[src/rtl/traffic_request_arbiter.sv]
`default_nettype none
// ============================================================================
// Module   : traffic_request_arbiter
// Brief    : Synchronises/debounces NS and EW vehicle sensors, latches pending
//            requests and drives a round-robin request code to the controller.
//            Optional grant abandonment enabled by `TRAFFIC_REQ_TIMEOUT_EN.
// Revision : 1.0 - initial release
// ============================================================================
module traffic_request_arbiter #(
    parameter int DEBOUNCE_CYCLES = 4,
    parameter int GRANT_TIMEOUT   = 16
) (
    input  logic       clka,
    input  logic       reseta,
    input  logic       ns_sensor_raw,
    input  logic       ew_sensor_raw,
    input  logic       ns_green,
    input  logic       ew_green,
    output logic [1:0] indata,
    output logic       ns_pending,
    output logic       ew_pending
);

    localparam logic [7:0] C_DEB_LAST = 8'(DEBOUNCE_CYCLES - 1);

    if (DEBOUNCE_CYCLES < 1 || DEBOUNCE_CYCLES > 255 ||
        GRANT_TIMEOUT < 1 || GRANT_TIMEOUT > 65535) begin : g_param_check
        $error("traffic_request_arbiter: parameter out of range");
    end

    typedef enum logic [1:0] {
        S_IDLE     = 2'b00,
        S_GRANT_NS = 2'b01,
        S_GRANT_EW = 2'b10
    } state_t;

    logic [1:0] w_raw;
    logic [1:0] w_green;
    logic [1:0] w_pend;

    assign w_raw   = {ew_sensor_raw, ns_sensor_raw};
    assign w_green = {ew_green, ns_green};

    // Index 0 is north-south, index 1 is east-west.
    for (genvar i = 0; i < 2; i++) begin : g_sensor
        logic       r_sync1;
        logic       r_sync2;
        logic       r_deb;
        logic       r_pend;
        logic [7:0] r_cnt;
        logic       w_rise;

        assign w_rise = !r_deb && r_sync2 && (r_cnt == C_DEB_LAST);

        always_ff @(posedge clka or negedge reseta) begin
            if (!reseta) begin
                r_sync1 <= 1'b0;
                r_sync2 <= 1'b0;
                r_deb   <= 1'b0;
                r_cnt   <= 8'd0;
                r_pend  <= 1'b0;
            end else begin
                r_sync1 <= w_raw[i];
                r_sync2 <= r_sync1;
                if (r_sync2 == r_deb) begin
                    r_cnt <= 8'd0;
                end else if (r_cnt == C_DEB_LAST) begin
                    r_deb <= r_sync2;
                    r_cnt <= 8'd0;
                end else begin
                    r_cnt <= r_cnt + 8'd1;
                end
                // Service by green beats a simultaneous new request.
                if (w_green[i]) begin
                    r_pend <= 1'b0;
                end else if (w_rise) begin
                    r_pend <= 1'b1;
                end
            end
        end

        assign w_pend[i] = r_pend;
    end

    state_t     r_state;
    logic [1:0] r_indata;
    logic       r_last_ew;
`ifdef TRAFFIC_REQ_TIMEOUT_EN
    localparam logic [15:0] C_GRANT_LAST = 16'(GRANT_TIMEOUT - 1);
    logic [15:0] r_grant_cnt;
`endif

    always_ff @(posedge clka or negedge reseta) begin
        if (!reseta) begin
            r_state   <= S_IDLE;
            r_indata  <= 2'b00;
            r_last_ew <= 1'b1;
`ifdef TRAFFIC_REQ_TIMEOUT_EN
            r_grant_cnt <= 16'd0;
`endif
        end else begin
`ifdef TRAFFIC_REQ_TIMEOUT_EN
            r_grant_cnt <= 16'd0;
`endif
            case (r_state)
                S_IDLE: begin
                    if (w_pend[0] && (!w_pend[1] || r_last_ew)) begin
                        r_state  <= S_GRANT_NS;
                        r_indata <= 2'b01;
                    end else if (w_pend[1]) begin
                        r_state  <= S_GRANT_EW;
                        r_indata <= 2'b10;
                    end
                end
                S_GRANT_NS: begin
                    if (!w_pend[0]
`ifdef TRAFFIC_REQ_TIMEOUT_EN
                        || (r_grant_cnt == C_GRANT_LAST)
`endif
                    ) begin
                        r_last_ew <= 1'b0;
                        r_state   <= w_pend[1] ? S_GRANT_EW : S_IDLE;
                        r_indata  <= w_pend[1] ? 2'b10 : 2'b00;
                    end
`ifdef TRAFFIC_REQ_TIMEOUT_EN
                    else begin
                        r_grant_cnt <= r_grant_cnt + 16'd1;
                    end
`endif
                end
                S_GRANT_EW: begin
                    if (!w_pend[1]
`ifdef TRAFFIC_REQ_TIMEOUT_EN
                        || (r_grant_cnt == C_GRANT_LAST)
`endif
                    ) begin
                        r_last_ew <= 1'b1;
                        r_state   <= w_pend[0] ? S_GRANT_NS : S_IDLE;
                        r_indata  <= w_pend[0] ? 2'b01 : 2'b00;
                    end
`ifdef TRAFFIC_REQ_TIMEOUT_EN
                    else begin
                        r_grant_cnt <= r_grant_cnt + 16'd1;
                    end
`endif
                end
                default: begin
                    r_state  <= S_IDLE;
                    r_indata <= 2'b00;
                end
            endcase
        end
    end

    assign indata     = r_indata;
    assign ns_pending = w_pend[0];
    assign ew_pending = w_pend[1];

endmodule
`default_nettype wire

[config.mk]
export PLATFORM = sky130hd
export DESIGN_NAME = traffic_request_arbiter
export DESIGN_NICKNAME = d
export VERILOG_FILES = /design/src/rtl/traffic_request_arbiter.sv
export SDC_FILE = /design/constraint.sdc
export NUM_CORES = 1
export LEC_CHECK = 0
export ABC_AREA = 1
export BUFFER_PORTS_ARGS = -buffer_cell sky130_fd_sc_hd__clkbuf_2
export CAP_MARGIN = 30
export CORE_MARGIN = 1
export CORE_UTILIZATION = 54
export CTS_BUF_LIST = sky130_fd_sc_hd__clkbuf_4 sky130_fd_sc_hd__clkbuf_8
export CTS_CLUSTER_DIAMETER = 120
export DETAILED_ROUTE_END_ITERATION = 6
export GPL_ROUTABILITY_DRIVEN = 0
export HOLD_SLACK_MARGIN = 0.15
export PLACE_DENSITY_LB_ADDON = 0.05
export SYNTH_ARGS = -nofsm -noshare
export SYNTH_HDL_FRONTEND = slang
export SYNTH_SLANG_ARGS = --single-unit
[constraint.sdc]
create_clock -name clka -period 1.5 [get_ports clka]
set_clock_uncertainty 0.05 [all_clocks]
set_input_delay 0.075 -clock clka [delete_from_list [all_inputs] [get_ports clka]]
set_output_delay 0.075 -clock clka [all_outputs]
set_load 0.01 [all_outputs]
==> results by stage, run 1 <==
Status:
- The run finished with clean final reports.

Yosys:
- The largest family of logic cells by synthesized area is simple AND/OR/NAND/NOR gates.
- The synthesized netlist devotes 5.54% of its cell area to adder and majority cells.
- The number of distinct library cells after synthesis is 16.
- The share of the synthesized area in compound gates (AO/OA/AOI/OAI) is around 3.1%.
- In this run, synthesis produced a sequential element count of 27.
- The number of warning messages in the yosys log is 0.
- The number of nets in the synthesized netlist is between 150 and 200.
- Each instance of the synthesized netlist takes up on average 7.88 um^2.
- The cell area that synthesis handed to floorplanning was about 0.0014 mm^2.
- The multiplexer share of the synthesized area is 0%.
- Synthesis produced a netlist whose cell count is 172.
- Summing the areas of all xor and xnor instances in the mapped netlist gives 3.88% of the synthesized area.
- The sequential cell area fraction in the yosys report is 50.0%.
- The post-synthesis share of cell area spent on and, or, nand and nor gates is 29.5%.

Die:
- The area inside the core boundary is roughly 0.0023 mm^2.
- 10 I/O pins were placed.
- The starting density of the core is 59.0%.
- Row generation in the floorplan step produced 17 rows.
- The overall die height is approximately 52 um.
- The overall die area is around 0.0027 mm^2.
- The die is 52.1 um wide.

Power and ir drop:
- Summed over all cells, the static leakage comes to 0.000801 uW.
- The completed layout was analyzed and its total power is 1750 uW.
- VDD sags by at most 1.12 mV.
- For this design the ratio of total power to cell area is ~1200 mW/mm^2.

Global route:
- The first global-routing pass estimated 4150 um of wire.
- The overflow left after global routing is 0.
- Global routing consumed, over all layers together, 20.8% of the routing resources.
- The pin count of the biggest net entering global routing is 28.
- The number of global-route vias before repair is 1043.
- The number of antenna violations at the first check in global routing is 0.

Setup path:
- The capturing element type of the critical path is a register.
- The delay of the slowest cell on the worst path is 450 ps.
- The critical path contains buffers and inverters numbering 0 combined.
- The data required time of the worst path is 1690 ps.
- Of all nets on the critical path, the largest fanout is 4.
- The critical path goes through ha_1 > nand3_1 > o21ai_0 > nor2_1.
- In this run the critical register-to-register path is launched from g_sensor[0].r_cnt[0].
- The type of element launching the critical path is a register.
- Grouping stages by cell kind, the critical path spends the most delay in flip-flops.
- In this run the worst setup path begins at g_sensor[0].r_cnt[0].
- The category of the most critical setup path is register to register.
- The arrival time at the worst endpoint is 1470 ps.
- The worst-path cell with the longest stage delay is sky130_fd_sc_hd__dfrtp_1.

Cells and area:
- The count of antenna diodes in the layout is 0.
- After filler insertion, the fill cell instance count of the layout stands at 189.
- The fraction of final layout cells with drive strength greater than 1 is under 10%.
- The final layout net count is 203.
- The area growth from synthesis to layout is 11.8%.
- The final instance count without filler cells is 218.

Clock tree:
- The number of buffers created by CTS is 3.
- The insertion delay to the later sink of the worst-skew pair is between 300 and 400 ps.
- The number of sinks handled by clock tree synthesis is 27.
- The H-tree depth reported by CTS is 1.
- In this run the post-CTS setup repair buffer count came out at 0.
- The root cell of the clock tree is sky130_fd_sc_hd__clkbuf_4.
- The number of buffers on the longest clock path is 2.
- The CTS tree is built.
- Clock-pin slew was measured on the worst setup and hold paths at 160 ps.

Worst hold path:
- The class of the tightest hold or removal check is input port to async pin.

Timing:
- The final worst-path cycle share is 85.4%.
- The final period demand of the worst path is 1280 ps.
- At the pin with the least slew margin, the transition time is 644 ps.
- The number of failing hold endpoints at the final stage is 0.
- The worst hold margin is 221 ps.
- The number of max-slew violations in the final report was 0.
- The summed negative setup slack over all endpoints is 0 ps.
- The maximum frequency from static timing analysis is 781 MHz.
- The number of failing setup endpoints in the final timing report is 0.
- Setup repair after global routing left no endpoint under its margin.
- Headroom to the max-slew limit came out at 57.1%.

Placed design:
- The total placed cells including tap cells is ~210.
- The number of buffers inserted by port buffering is 9.
- The detailed-placement wirelength estimate is 1800 um.

Detailed routing:
- In this run, the number of DRC markers left after iteration 0 of detailed routing was 17.
- Dividing the detail-routed wire length by the instance count gives 11.0 um.
- Once detail routing completed, the nets flagged for antenna violations numbered 0.
- The detailed-router iteration count before antenna repair is 4.
- The via total after detailed routing is 1069.
- The total routed wirelength is 2400 um.
- After detailed routing, the number of vias per cell comes to 4.90.
- For this run, design rule violations remaining after detail routing come to 0.

Job:
- The tool flagged a number of max-cap violations equal to 0.
[stage by stage]
stage	worst slack [ps]	util (%)	cell area [um^2]
floorplan	354	-	1360
global placement	229	62.5	1440
detailed placement	241	62.5	1440
CTS	209	66.0	1520
global route	82.4	66.0	1520
finish	219	66.0	1520
[logic make-up (layout without fill, tap and decap cells)]
logic type / after synthesis / after routing
compound gates: 8 / 8
fa+ha+maj: 6 / 6
xor+xnor: 6 / 6
simple gates: 96 / 96
buf+inv: 29 / 47
flops: 27 / 27
[state kept, by name (all words and copies together) (netlist names)]
register          cells
g_sensor.r_sync2      2
r_last_ew             1
g_sensor.r_cnt       16
g_sensor.r_deb        2
ns_pending            1
g_sensor.r_sync1      2
ew_pending            1
indata                2
[cells in the mapped netlist]
cell / number / area, um^2
sky130_fd_sc_hd__nand2_1: 47 / 176
sky130_fd_sc_hd__inv_1: 29 / 109
sky130_fd_sc_hd__nor2_2: 2 / 12.5
sky130_fd_sc_hd__nand3_2: 1 / 10.0
sky130_fd_sc_hd__o31ai_1: 1 / 7.51
sky130_fd_sc_hd__o21ai_0: 5 / 25.0
sky130_fd_sc_hd__nand2_2: 1 / 6.26
sky130_fd_sc_hd__dfstp_2: 1 / 26.3
sky130_fd_sc_hd__nand4_1: 3 / 18.8
sky130_fd_sc_hd__nor2_1: 28 / 105
sky130_fd_sc_hd__a21oi_1: 2 / 10.0
sky130_fd_sc_hd__xnor2_1: 2 / 17.5
sky130_fd_sc_hd__dfrtp_1: 26 / 651
sky130_fd_sc_hd__nand3_1: 14 / 70.1
sky130_fd_sc_hd__xor2_1: 4 / 35.0
sky130_fd_sc_hd__ha_1: 6 / 75.1
[power breakdown]
group          switching (uW)  total, uW  internal [uW]
combinational             293        480            187
sequential                105        945            840
clock                     224        326            102
[layer usage]
layer  track usage, %  wire length (um)  up-vias
met5                0                 0        -
met4             8.11                 9        0
met3             3.51                56        2
met2             36.1              1210       13
met1             25.5              1120      490
li1                 -                 -      564
[what timing repair did]
| item | in CTS | in global routing |
|---|---|---|
| hold buffers | 5 | 0 |
| hold endpoints to repair | 31 | 0 |
| resized for setup | 0 | 0 |
[worst register-to-register path, cell delays in order, from the launching register on]
cell	delay, ps
sky130_fd_sc_hd__dfrtp_1	450
sky130_fd_sc_hd__ha_1	220
sky130_fd_sc_hd__nand3_1	110
sky130_fd_sc_hd__o21ai_0	290
sky130_fd_sc_hd__nor2_1	70
[final cells by class]
| class | count | area (um^2) | area share (%) |
|---|---|---|---|
| tap | 28 | 35.0 | 2.31 |
| timing repair buffer | 14 | 95.1 | 6.28 |
| inverter | 29 | 109 | 7.18 |
| sequential | 27 | 677 | 44.7 |
| multi-input combinational | 116 | 569 | 37.6 |
| clock inverter | 1 | 7.51 | 0.495 |
| clock buffer | 3 | 22.5 | 1.49 |
[worst paths after layout]
| path | slack (ps) | cells past startpoint | endpoint |
|---|---|---|---|
| worst max register to register | 220 | 4 | g_sensor[0].r_cnt[2] |
| worst min register to register | 320 | 0 | g_sensor[1].r_sync2 |
| worst min-delay path | 220 | 2 | g_sensor[1].r_cnt[3] |
| worst max-delay path | 220 | 4 | g_sensor[0].r_cnt[2] |
| max in group asynchronous | 750 | 2 | g_sensor[1].r_cnt[0] |
| min in group clka | 320 | 0 | g_sensor[1].r_sync2 |
[placed cells by master, fill, tap and decap left out]
cell                            count
sky130_fd_sc_hd__clkinvlp_4         1
sky130_fd_sc_hd__nor2_1            28
sky130_fd_sc_hd__ha_1               6
sky130_fd_sc_hd__dlygate4sd3_1      5
sky130_fd_sc_hd__clkbuf_2           9
sky130_fd_sc_hd__dfstp_2            1
sky130_fd_sc_hd__o31ai_1            1
sky130_fd_sc_hd__inv_1             29
sky130_fd_sc_hd__nand3_2            1
sky130_fd_sc_hd__dfrtp_1           26
sky130_fd_sc_hd__xor2_1             4
sky130_fd_sc_hd__nand2_2            1
sky130_fd_sc_hd__nand3_1           14
sky130_fd_sc_hd__nor2_2             2
sky130_fd_sc_hd__a21oi_1            2
sky130_fd_sc_hd__clkbuf_4           3
sky130_fd_sc_hd__nand4_1            3
sky130_fd_sc_hd__nand2_1           47
sky130_fd_sc_hd__o21ai_0            5
sky130_fd_sc_hd__xnor2_1            2
Power figures use the tool's default switching activity.
==> inputs of run 2 (changes only) <==
clock period = 1.14 ns   (was 1.5 ns; I/O delays follow)
==> run 2 against run 1 <==
Against the previous run:
- the flow now finishes with violations (setup timing)
- sequential power grew 33%
- utilization grew 12 points
- sequential share of layout area shrank 6.4 points
- worst hold slack lost 110 ps
- flip-flop and latch count is the same
- non-clock buffer count grew 14
- combinational power grew 120%
- cell area grew 18%
==> results by stage, run 2 (same netlist as run 1, synthesis figures left out) <==
Die:
- The number of standard-cell rows in the floorplan is 17.
- Pin placement for this block handled 10 I/O pins.
- The overall die height is 52.1 um.
- The die is 52.1 um wide.
- The floorplan step defined a die boundary enclosing about 0.0027 mm^2.
- The starting density of the core is 59.0%.
- The area inside the core boundary is 0.00230 mm^2.

Detailed routing:
- For this block, the initial DRC count from the detailed router was 23.
- After detailed routing, the number of remaining DRC violations is 0.
- The routed layout has 1145 vias.
- Using the TritonRoute via totals, the vias-per-cell ratio works out to approximately 4.9.
- The detailed-router iteration count before antenna repair is 4.
- The count of antenna-violating nets left after detailed routing is 0.
- Wires add up to 2560 um.
- The routed length per instance is 11.0 um.

Setup path:
- The capturing element type of the critical path is a register.
- At the worst endpoint, the required time is approximately 1300 ps.
- The critical path in this run is classified as register to register.
- The reg2reg setup slack is -20 ps.
- The capture point of the worst reg-to-reg path is g_sensor[0].r_deb.
- The depth of the most critical reg-to-reg path is 6.
- Data arrives at the worst endpoint at 1340 ps.
- The type of element launching the critical path is a register.
- The startpoint of the most critical setup path is g_sensor[0].r_cnt[1].
- In this run the worst path has a maximum fanout of 3.
- In this run the critical register-to-register path is launched from g_sensor[0].r_cnt[1].

Cells and area:
- Counting the fill cells in the layout gives 174.
- In the final design database the tool counted 217 nets.
- Cells fill 77.8% of the core in the end.
- The count of antenna diodes in the layout is 0.
- The register with the most flip-flops in the layout has 16 of them.
- g_sensor.r_cnt holds more flip-flops than any other register.
- The commonest non-fill, non-tap cell in the layout is sky130_fd_sc_hd__nand2_1.
- The library cells used most frequently in the layout, excluding fill and tap cells, are sky130_fd_sc_hd__nand2_1 (41), sky130_fd_sc_hd__nor2_1 (23), sky130_fd_sc_hd__inv_1 (22), sky130_fd_sc_hd__dfrtp_1 (20), sky130_fd_sc_hd__buf_4 (12).
- The fraction of final layout cells with drive strength greater than 1 is between 30 and 40%.
- The area growth from synthesis to layout is 31.9%.

Timing:
- Derived from the worst setup path, the maximum achievable clock frequency is 861 MHz.
- The routed design could run at a clock period as short as between 1000 and 1500 ps.
- Setup repair after global routing could not meet its margin everywhere.
- The final setup slack of the worst path is -21.0 ps.
- The final worst-path cycle share is 102%.
- The worst slew margin relative to its limit is between 70 and 80%.
- The number of failing hold endpoints at the final stage is 0.
- At the pin with the least slew margin, the transition time is 371 ps.
- The number of max-slew violations in the final report is 0.
- The number of failing setup endpoints in the final timing report is 2.

Global route:
- Global routing used 21.5% of the available tracks across all layers.
- The number of antenna violations at the first check in global routing was 0.
- The first global-routing pass estimated 4260 um of wire.
- Global routing finished with a remaining overflow of 0.
- The number of global-route vias before repair is 1068.
- The pin count of the biggest net entering global routing is 16.

Clock tree:
- The tree built by TritonCTS fans out to 27 sinks.
- In this run, CTS created clock tree buffers numbering 3.
- The later pin in the worst-skew pair is clocked with a latency of 320 ps.
- The clock transition time at the flip-flop clock pins of the worst setup and hold paths is 140 ps.
- The H-tree depth reported by CTS is 1.
- The root cell of the clock tree is sky130_fd_sc_hd__clkbuf_4.
- The clock passes through at most 2 buffers.
- TritonCTS built the clock tree.
- The number of hold-repair buffers added at the cts stage is 5.

Power and ir drop:
- Summed over all cells, the static leakage comes to approximately 0.00086 uW.
- The total power consumption of the routed design is around 2700 uW.
- VDD sags by at most roughly 1.0 mV.
- In this run the power density over the cells is 1520 mW/mm^2.

Status:
- The checks that failed: setup timing.
- The run finished, with violations left.

Worst hold path:
- In this run the worst hold path is classified as input port to async pin.

Placed design:
- The number of buffers inserted by port buffering is 9.
- Detailed placement ended at an HPWL of 1910 um.

Job:
- Max-cap violations in this run came to 0.
run 2: what timing repair did:
| action | CTS | global route |
|---|---|---|
| pin swaps | 9 | 8 |
| hold endpoints to repair | 31 | 5 |
| buffers inserted | 0 | 5 |
| resized for setup | 18 | 28 |
| endpoints found under the setup margin | 13 | 20 |
run 2: metal layers:
metal / track usage (%) / vias up / part of all wire [%] / routed length, um
li1: - / 587 / - / -
met3: 2.63 / 2 / 2.1 / 55
met4: 8.56 / 0 / 0.66 / 17
met2: 38.5 / 18 / 51 / 1320
met5: 0 / - / 0 / 0
met1: 25.8 / 538 / 46 / 1170
run 2: final cells by class:
class	instances	area (um^2)	area share [%]
repair buffers	28	216	12.1
inverters	29	109	6.09
multi-input cells	116	714	40.0
well taps	28	35.0	1.96
clock buffers	3	22.5	1.26
clock inverters	1	5.00	0.280
flip-flops and latches	27	684	38.3
run 2: critical path: stages (launching register included):
cell	delay [ps]
sky130_fd_sc_hd__dfrtp_1	450
sky130_fd_sc_hd__ha_4	180
sky130_fd_sc_hd__nand3_4	100
sky130_fd_sc_hd__nor2_4	120
sky130_fd_sc_hd__nand2_1	60
sky130_fd_sc_hd__nand2_1	60
sky130_fd_sc_hd__nand2_1	50
run 2: per-stage QoR:
step / hold slack, ps / worst slack (ps) / TNS (ps) / area (um^2) / cells
after floorplan: -289 / 6.76 / 0 / 1370 / 172
after global placement: -64.7 / -6.49 / -11.5 / 1530 / 218
after detailed placement: -56.6 / -48.9 / -355 / 1530 / 218
after CTS: 117 / -11.8 / -26.1 / 1670 / 227
after global routing: 135 / -106 / -972 / 1790 / 232
final: 110 / -21.0 / -28.5 / 1790 / 232
run 2: power by group:
part           leakage, uW  switching (uW)  internal (uW)
logic             0.000499             557            487
clock network    0.0000177             272            131
registers         0.000347             154           1110
total             0.000864             983           1730
run 2: worst max-delay path by stage:
stage / to / cells past startpoint
after floorplan: g_sensor[1].r_deb / 5
after global placement: g_sensor[1].r_cnt[2] / 6
after detailed placement: g_sensor[1].r_cnt[1] / 6
after CTS: g_sensor[0].r_deb / 6
after global routing: g_sensor[0].r_deb / 6
final: g_sensor[0].r_deb / 6
